--- src/rtl/finv_arb_pkg.sv ---
// Shared constants and types for the finv request arbiter.
package finv_arb_pkg;

  localparam int FINV_LAT  = 3;
  localparam int TAG_W_MAX = 3;

  function automatic int tag_w(input int n);
    return (n <= 2) ? 1 : $clog2(n);
  endfunction

  // One slot of the in-flight pipe: issue valid plus the issuing requester.
  typedef struct packed {
    logic                 valid;
    logic [TAG_W_MAX-1:0] tag;
  } tag_slot_t;

endpackage

--- src/rtl/finv_rr_pick.sv ---
// Combinational N-way picker: round-robin from ptr+1 when rr_mode, else lowest index wins.
module finv_rr_pick
  import finv_arb_pkg::*;
#(
  parameter int N  = 4,
  parameter int TW = tag_w(N)
) (
  input  logic [N-1:0]  elig,
  input  logic [TW-1:0] ptr,
  input  logic          rr_mode,
  output logic [N-1:0]  grant,
  output logic [TW-1:0] grant_idx,
  output logic          grant_any
);

  always_comb begin : pick
    int          idx;
    logic [TW-1:0] idx_b;
    idx       = 0;
    idx_b     = '0;
    grant     = '0;
    grant_idx = '0;
    grant_any = 1'b0;
    for (int k = 0; k < N; k++) begin
      idx   = rr_mode ? (int'(ptr) + 1 + k) % N : k;
      idx_b = TW'(idx);
      if (!grant_any && elig[idx_b]) begin
        grant[idx_b] = 1'b1;
        grant_idx    = idx_b;
        grant_any    = 1'b1;
      end
    end
  end

endmodule

--- src/rtl/finv_arbiter.sv ---
// Shares one fixed-latency finv pipe among N requesters; a tag pipe routes results back.
// Define FINV_ARB_RR_EN for round-robin arbitration; otherwise fixed priority (lowest index).
module finv_arbiter
  import finv_arb_pkg::*;
#(
  parameter int N   = 4,
  parameter int LAT = FINV_LAT
) (
  input  logic            clk,
  input  logic            rst_n,
  input  logic [N-1:0]    req_valid,
  output logic [N-1:0]    req_ready,
  input  logic [32*N-1:0] req_data,
  output logic [N-1:0]    rsp_valid,
  input  logic [N-1:0]    rsp_ready,
  output logic [32*N-1:0] rsp_data,
  output logic [31:0]     finv_a,
  input  logic [31:0]     finv_s,
  output logic            busy
);

  localparam int TW = tag_w(N);

  logic            pending_reg   [N];
  logic            rsp_valid_reg [N];
  logic [31:0]     rsp_buf_reg   [N];
  logic [31:0]     req_word      [N];
  logic [N-1:0]    elig;
  logic [N-1:0]    grant;
  logic [N-1:0]    pipe_hit;
  logic [TW-1:0]   grant_idx;
  logic [TW-1:0]   ptr;
  logic            grant_any;
  logic            rr_mode;
  logic [31:0]     finv_a_reg;
  tag_slot_t       pipe_reg [LAT+1];

  finv_rr_pick #(.N(N), .TW(TW)) u_pick (
    .elig      (elig),
    .ptr       (ptr),
    .rr_mode   (rr_mode),
    .grant     (grant),
    .grant_idx (grant_idx),
    .grant_any (grant_any)
  );

`ifdef FINV_ARB_RR_EN
  logic [TW-1:0] ptr_reg;

  always_ff @(posedge clk or negedge rst_n) begin
    if (!rst_n) begin
      ptr_reg <= TW'(N-1);
    end else if (grant_any) begin
      ptr_reg <= grant_idx;
    end
  end

  assign ptr     = ptr_reg;
  assign rr_mode = 1'b1;
`else
  assign ptr     = '0;
  assign rr_mode = 1'b0;
`endif

  assign req_ready = grant;
  assign finv_a    = finv_a_reg;

  // finv_a holds its last operand when nothing issues.
  always_ff @(posedge clk or negedge rst_n) begin
    if (!rst_n) begin
      finv_a_reg <= '0;
    end else if (grant_any) begin
      finv_a_reg <= req_word[grant_idx];
    end
  end

  always_ff @(posedge clk or negedge rst_n) begin
    if (!rst_n) begin
      for (int s = 0; s <= LAT; s++) pipe_reg[s] <= '0;
    end else begin
      pipe_reg[0].valid <= grant_any;
      pipe_reg[0].tag   <= TAG_W_MAX'(grant_idx);
      for (int s = 1; s <= LAT; s++) pipe_reg[s] <= pipe_reg[s-1];
    end
  end

  generate
    for (genvar gi = 0; gi < N; gi++) begin : g_req
      assign req_word[gi]            = req_data[32*gi +: 32];
      assign rsp_data[32*gi +: 32]   = rsp_buf_reg[gi];
      assign rsp_valid[gi]           = rsp_valid_reg[gi];
      assign elig[gi]                = req_valid[gi] & ~pending_reg[gi];
      assign pipe_hit[gi]            = pipe_reg[LAT].valid &&
                                       (pipe_reg[LAT].tag == TAG_W_MAX'(gi));

      // pending guarantees the buffer is empty whenever a result lands here.
      always_ff @(posedge clk or negedge rst_n) begin
        if (!rst_n) begin
          pending_reg[gi]   <= 1'b0;
          rsp_valid_reg[gi] <= 1'b0;
          rsp_buf_reg[gi]   <= '0;
        end else begin
          if (grant[gi]) begin
            pending_reg[gi] <= 1'b1;
          end else if (rsp_valid_reg[gi] && rsp_ready[gi]) begin
            pending_reg[gi] <= 1'b0;
          end
          if (pipe_hit[gi]) begin
            rsp_valid_reg[gi] <= 1'b1;
            rsp_buf_reg[gi]   <= finv_s;
          end else if (rsp_ready[gi]) begin
            rsp_valid_reg[gi] <= 1'b0;
          end
        end
      end
    end
  endgenerate

  always_comb begin
    busy = 1'b0;
    for (int s = 0; s <= LAT; s++) busy = busy | pipe_reg[s].valid;
    for (int i = 0; i < N; i++) busy = busy | rsp_valid_reg[i];
  end

endmodule

--- config.mk ---
export PLATFORM = sky130hd
export DESIGN_NAME = finv_arbiter
export DESIGN_NICKNAME = d
export VERILOG_FILES = /design/src/rtl/finv_arb_pkg.sv /design/src/rtl/finv_rr_pick.sv /design/src/rtl/finv_arbiter.sv
export SDC_FILE = /design/constraint.sdc
export NUM_CORES = 1
export LEC_CHECK = 0
export CELL_PAD_IN_SITES_DETAIL_PLACEMENT = 1
export CELL_PAD_IN_SITES_GLOBAL_PLACEMENT = 2
export CORE_UTILIZATION = 28
export CTS_BUF_LIST = sky130_fd_sc_hd__clkbuf_16
export CTS_CLUSTER_SIZE = 10
export DETAILED_ROUTE_END_ITERATION = 10
export GPL_ROUTABILITY_DRIVEN = 0
export GPL_TIMING_DRIVEN = 0
export PLACE_DENSITY = 0.85
export SLEW_MARGIN = 20
export SYNTH_ARGS = -nofsm -noshare
export SYNTH_HDL_FRONTEND = slang
export SYNTH_SLANG_ARGS = --single-unit
--- constraint.sdc ---
create_clock -name clk -period 2.8 [get_ports clk]
set_input_delay 0.56 -clock clk [delete_from_list [all_inputs] [get_ports clk]]
set_output_delay 0.56 -clock clk [all_outputs]
set_load 0.1 [all_outputs]
### Word-level counts from Yosys, hierarchy flattened

Cells that the tools add are included.

| operators by class | value |
|---|---|
| reductions and logical operators | 23 |
| order comparisons | 1 |
| equal/unequal tests | 3 |
| multiplexer cells | 30 |
| bitwise logic cells | 16 |

Operator list:

| operator | number |
|---|---|
| binary-select mux 32 bit (select 2 bit) | 1 |
| two-way mux 32 bit | 2 |
| two-way mux 1 bit | 22 |
| nonzero test 2 bit | 8 |
| logical AND 1 bit | 11 |
| OR 1 bit | 7 |
| two-way mux 2 bit | 3 |
| AND 1 bit | 4 |
| == test 2 bit (second input constant) | 2 |
| two-way mux 4 bit | 1 |
| inverter 1 bit | 4 |
| greater-or-equal comparator 3 bit (second input constant) | 1 |
| zero test 1 bit | 3 |
| zero test 3 bit | 1 |
| two-way mux 3 bit | 1 |
| inverter 2 -> 3 bit | 1 |
| == test 2 x 1 -> 1 bit (second input constant) | 1 |

| storage, ports and cells | value |
|---|---|
| output and inout bits | 169 |
| bits of input ports | 170 |
| bits in registers | 180 |

### Longest topological paths before layout

Gate-level depths: netlist of run 1.

| depth | value |
|---|---|
| depth after elaboration | 16 |
| depth in mapped cells | 7 |
| gate-level depth less buffers | 4 |

### Cells and area by module

Synthesis of run 1 repeated with hierarchy kept, for this count alone.

| unflattened totals | value |
|---|---|
| cell total of the unflattened synthesis | 563 |
| area total of the unflattened synthesis | 7,833.8 µm² |

Modules (own cells, without submodules):

| module | instances | sequential area each (µm²) | area each (µm²) | cells each |
|---|---|---|---|---|
| finv_arbiter | 1 | 4,504.3 | 7,379.6 | 494 |
| finv_rr_pick | 1 | 0.0 | 454.2 | 69 |

### Worst setup path after synthesis of run 1

Ideal clock, no wire load.

| timing | value |
|---|---|
| path type | input to output |
| start point | input port req_valid[3] |
| end point | output port req_ready[3] |
| stages | 5 |
| arrival | 2.385 ns |
| buffers on the path | 2 |
| slack | -0.145 ns |
| cell sequence | nand2b_1 > nand2b_1 > buf_4 > buf_6 > nor2_1 |

| between the ends | value |
|---|---|
| word-level cells in the longest chain between the ends | 3 |

Ends and longest elaborated chain:

| what | line | text |
|---|---|---|
| start: declaration | finv_arbiter.sv:11 | `input logic [N-1:0] req_valid,` |
| AND 1 bit | finv_arbiter.sv:92 | `assign elig[gi] = req_valid[gi] & ~pending_reg[gi];` |
| logical AND 1 bit | finv_rr_pick.sv:27 | `if (!grant_any && elig[idx_b]) begin` |
| two-way mux 4 bit | finv_rr_pick.sv:27 |  |
| end: declaration | finv_arbiter.sv:12 | `output logic [N-1:0] req_ready,` |

No other way between the ends.

### Worst setup path in the final report of run 1

| timing | value |
|---|---|
| start point | input port req_valid[0] |
| end point | output port req_ready[0] |

| between the ends | value |
|---|---|
| word-level cells in the longest chain between the ends | 5 |

Ends and longest elaborated chain:

| what | line |
|---|---|
| AND 1 bit | finv_arbiter.sv:92 |
| two-way mux 1 bit | finv_rr_pick.sv:27 |
| two-way mux 2 bit | finv_rr_pick.sv:27 |
| two-way mux 3 bit | finv_rr_pick.sv:27 |
| two-way mux 4 bit | finv_rr_pick.sv:27 |

No other way between the ends.

==> results.yml, run 1 <==
cts:
  ctsHoldBuffers: 0
  clk_pin_slew_ns: 0.07
  htree_levels: 4
  cts.sinks: 180
  cts_tree: "done"
  cts_root_buffer: "clkbuf_16"
  clock_path_buffers: 2
  clock_latency_ns: 0.42
  cts_setup_buffers: 0
  cts_buffers: 17
  cts-resized-gates: 21
floorplanning:
  die_w_um: 163
  dieHeight_um: 163
  initial_core_util_pct: 28.8
  coreArea_um2: 25300
  num_rows: 58
  boundaryPins: 339
  dieArea_um2: 26700
timing:
  max_freq_mhz: 373
  tns_ns: 0
  min_period_ns: 2.68
  hold_violations: 0
  period_share_pct: 95.6
  setup_viol: 0
  tightestPinTransition_ns: 1.06
  finalMaxSlewViolations: 0
  relSlewSlack_pct: 29.2
  rsz0062_at_grt: "no"
  finClkSkew_ns: 0.0171
route:
  drtIter0Drc: 284
  drt-total-wl_mm: 23.4
  via_per_inst: 4.73
  wl_per_cell_um: 19.9
  vias: 5563
  first_pass_iters: 4
  drc: 0
  ant_nets: 0
synthesis:
  syn_nets: 644
  synth.distinct_cells: 30
  yosys-top-cells-count: "180 x dfrtp_1, 127 x mux2_2, 32 x a22oi_1, 30 x a2bb2oi_1, 24 x o221ai_1"
  syn_area_per_cell_um2: 15.4
  ys_warn_count: 0
  yosys_most_used_dff: "dfrtp_1"
  synth_edf_count: 0
  syn_area_um2: 7290
  synth_seq_area_share_pct: 61.8
  synthCells: 474
  synth.area.top_cells: "dfrtp_1 62%, mux2_2 20%, a2bb2oi_1 3.6%, a22oi_1 3.3%, o221ai_1 2.9%"
  synth_top_area_share_pct: 61.8
  yosysMostFrequentCell: "dfrtp_1"
  ys_async_sr_fraction_pct: 100
  synth_area_leader_cell: "dfrtp_1"
  ys_ff_latch: 180
finish:
  drive_gt1_share_pct: 25.4
  largest_register_ffs: 128
  nets: 1002
  fin_util_pct: 46.1
  fill_cells: 2620
  regArea_um2: 4500
  multi_input_area_um2: 2540
  area.growth.synth_to_final_pct: 60.4
place:
  portBuffers: 338
  detailed_place_hpwl_mm: 17.9
global_routing:
  grt_util_all_layers_pct: 18.0
  antenna_found_initial: 0
  grt_start_max_net_pins: 95
  grt_overflow: 0
  grt_first_pass_wirelength_mm: 36.3
  grt_pass1_vias: 6142
setup_path:
  crit_type: "input port to output pin"
  required_ns: 2.24
  worstPathMaxFanout: 10
  crit_arrival_ns: 2.12
  endpoint_kind: "output pin"
  startpoint_type: "input port"
worst_hold_path:
  hold_class: "input port to asynchronous set/reset pin"
job:
  drv_cap: 0
status:
  status: "finished, final reports clean"
-- metrics by stage --
step | instance area, um2 | hold slack (ns) | worst slack [ns] | instances
3_5_place_dp | 11100 | 0.337 | -0.720 | 1143
6_report | 11700 | 0.103 | 0.123 | 1175
4_1_cts | 11700 | 0.144 | 0.00441 | 1174
2_1_floorplan | 7290 | 0.264 | 0.346 | 474
5_1_grt | 11700 | 0.165 | 0.0693 | 1174
3_3_place_gp | 11100 | 0.335 | -6.58 | 1142
-- metal layers --
layer  routed length, um  vias up  global-route usage, %
li1                    -     2520                      -
met1                9720     2780                   21.9
met2               11700      250                   31.1
met3                1720       13                   5.28
met4                 286        0                   4.76
met5                   0        -                      0
-- layout make-up --
class                   count  share of cell area [%]
inverters                   4                   0.128
flip-flops and latches    180                    38.5
diodes                      1                  0.0214
multi-input cells         256                    21.7
well taps                 330                    3.53
repair buffers            339                    29.1
clock inverters            14                    1.34
plain buffers              34                    1.97
clock buffers              17                    3.64
-- cell families (layout without fill, tap and decap cells) --
group / count (synthesis) / count (layout) / synth area share (%)
flops: 180 / 180 / 61.8
mux: 128 / 128 / 19.8
compound gates: 106 / 106 / 12.7
buf+inv: 38 / 408 / 3.37
simple gates: 22 / 22 / 2.34
other cells: 0 / 1 / 0
-- critical path, stage by stage --
cell and delay [ns]:
clkdlybuf4s50_1 0.48, nor2b_2 0.18, buf_6 0.18, buf_2 0.24, buf_2 0.47
-- cell usage in the layout, fill, tap and decap left out, drive strengths merged, types with 4 or more instances in the layout --
cell type / n
a22oi: 32
a2bb2oi: 32
dfrtp: 180
inv: 13
buf: 37
nand2b: 5
nor2: 4
nand2: 4
a21o: 4
clkdlybuf4s50: 332
mux2: 128
o221ai: 32
clkbuf: 20
-- final timing paths --
path                            endpoint  cells past startpoint  slack (ns)          from
max reg2reg                rsp_data[107]                      3        1.16   pipe_reg[1]
max in group asynchronous    pipe_reg[5]                      2        1.79         rst_n
min in group clk             pipe_reg[8]                      0        0.35  pipe_reg[12]
min reg2reg                  pipe_reg[8]                      0        0.35  pipe_reg[12]
max                         req_ready[0]                      5        0.12  req_valid[0]
min                          rsp_data[5]                      1        0.10         rst_n
Power of run 1 is not shown: default switching activity piles up to over one toggle a cycle in this logic, so the estimate is an artifact.
==> run 2: changes to the inputs <==
--- a/config.mk
+++ b/config.mk
@@ -13,7 +13,7 @@
 export DETAILED_ROUTE_END_ITERATION = 10
 export GPL_ROUTABILITY_DRIVEN = 0
 export GPL_TIMING_DRIVEN = 0
-export PLACE_DENSITY = 0.85
+export PLACE_DENSITY = 0.8
 export SLEW_MARGIN = 20
 export SYNTH_ARGS = -nofsm -noshare
 export SYNTH_HDL_FRONTEND = slang
==> run 2 against run 1 <==
Against the previous run:
- critical endpoint is now req_ready[1]
- cell count about the same
- clock skew down 0.0044 ns
- largest cell class unchanged
- maximum frequency rose by 0.60%
==> results.yml, run 2 (synthesis gave the netlist of run 1 again) <==
route:
  first_pass_iters: 4
  vias: 5580
  wl_per_cell_um: 20.5
  drc: 0
  drt-total-wl_mm: 24.1
  drtIter0Drc: 282
  via_per_inst: 4.75
  ant_nets: 0
setup_path:
  critical_path.top_delay_family: "buffers and inverters"
  startpoint_type: "input port"
  crit_chain: "clkdlybuf4s50_1, nor2b_2, buf_6, nor2_4, buf_2, buf_4"
  path_buf_inv: 4
  slowest_delay_ns: 0.41
  crit_slowest_cell: "clkdlybuf4s50_1"
  crit_type: "input port to output pin"
  endpoint_kind: "output pin"
  worstPathMaxFanout: 10
  crit_arrival_ns: 2.10
  required_ns: 2.24
cts:
  htree_levels: 4
  cts-resized-gates: 19
  clock_latency_ns: 0.43
  cts_tree: "done"
  ctsHoldBuffers: 0
  clk_pin_slew_ns: 0.08
  cts_root_buffer: "clkbuf_16"
  cts.sinks: 180
  cts_buffers: 17
  cts_setup_buffers: 0
  clock_path_buffers: 2
finish:
  largest_register_ffs: 128
  fill_cells: 2614
  final_cell_mix: "332 x clkdlybuf4s50_1, 180 x dfrtp_1, 127 x mux2_2"
  layout_commonest_cell: "clkdlybuf4s50_1"
  finalNonFillerCells: 1174
  nets: 1002
  drive_gt1_share_pct: 25.2
  area.growth.synth_to_final_pct: 60.1
  n_antenna_cell: 0
  fin_area_um2: 11700
timing:
  max_freq_mhz: 376
  hold_violations: 0
  tightestPinTransition_ns: 1.05
  hold_slack_ns: 0.105
  min_period_ns: 2.66
  rsz0062_at_grt: "no"
  period_share_pct: 95.1
  layout_setup_ws_ns: 0.138
  relSlewSlack_pct: 30.1
  setup_viol: 0
  finalMaxSlewViolations: 0
  finClkSkew_ns: 0.0127
global_routing:
  grt_first_pass_wirelength_mm: 36.9
  grt_overflow: 0
  antenna_found_initial: 1
  grt_start_max_net_pins: 94
  grt_util_all_layers_pct: 18.5
  grt_pass1_vias: 6142
status:
  status: "finished, final reports clean"
place:
  pre_cts_slack_ns: -0.764
  dp_cells: 1143
  portBuffers: 338
  detailed_place_hpwl_mm: 18.4
  dpl-instance-area_um2: 11100
floorplanning:
  dieHeight_um: 163
  initial_core_util_pct: 28.8
  die_w_um: 163
  dieArea_um2: 26700
  boundaryPins: 339
  num_rows: 58
  coreArea_um2: 25300
worst_hold_path:
  hold_class: "input port to asynchronous set/reset pin"
job:
  drv_cap: 0
-- run 2: final timing paths --
check	from	to	slack, ns	cells past startpoint
worst max register to register	pipe_reg[3]	rsp_data[19]	1.12	3
min in group clk	pipe_reg[4]	pipe_reg[0]	0.35	0
worst min-delay path	rst_n	rsp_data[69]	0.11	1
worst max-delay path	req_valid[0]	req_ready[1]	0.14	6
worst min register to register	pipe_reg[4]	pipe_reg[0]	0.35	0
max in group asynchronous	rst_n	rsp_valid[3]	1.75	2
-- run 2: metal layers --
layer | wire [um] | vias up | track usage [%]
li1 | - | 2517 | -
met1 | 9420 | 2803 | 21.1
met2 | 12600 | 234 | 33.4
met3 | 1720 | 24 | 5.18
met4 | 364 | 2 | 5.44
met5 | 12 | - | 0
-- run 2: per-stage QoR --
step | setup TNS (ns) | util, %
global placement | -1205.29 | 43.8
global route | 0 | 46.1
floorplan | 0 | -
detailed placement | -2.60 | 43.9
finish | 0 | 46.1
CTS | 0 | 46.1
-- run 2: layout make-up --
| class | instances | area [um2] | share of cell area, % |
|---|---|---|---|
| tap | 330 | 413 | 3.54 |
| clock buffer | 17 | 425 | 3.65 |
| inverter | 4 | 15.0 | 0.129 |
| clock inverter | 14 | 139 | 1.19 |
| timing repair buffer | 339 | 3400 | 29.1 |
| buffer | 34 | 230 | 1.97 |
| multi-input combinational | 256 | 2540 | 21.8 |
| sequential | 180 | 4500 | 38.6 |
Power of run 2 is left out for the same reason.
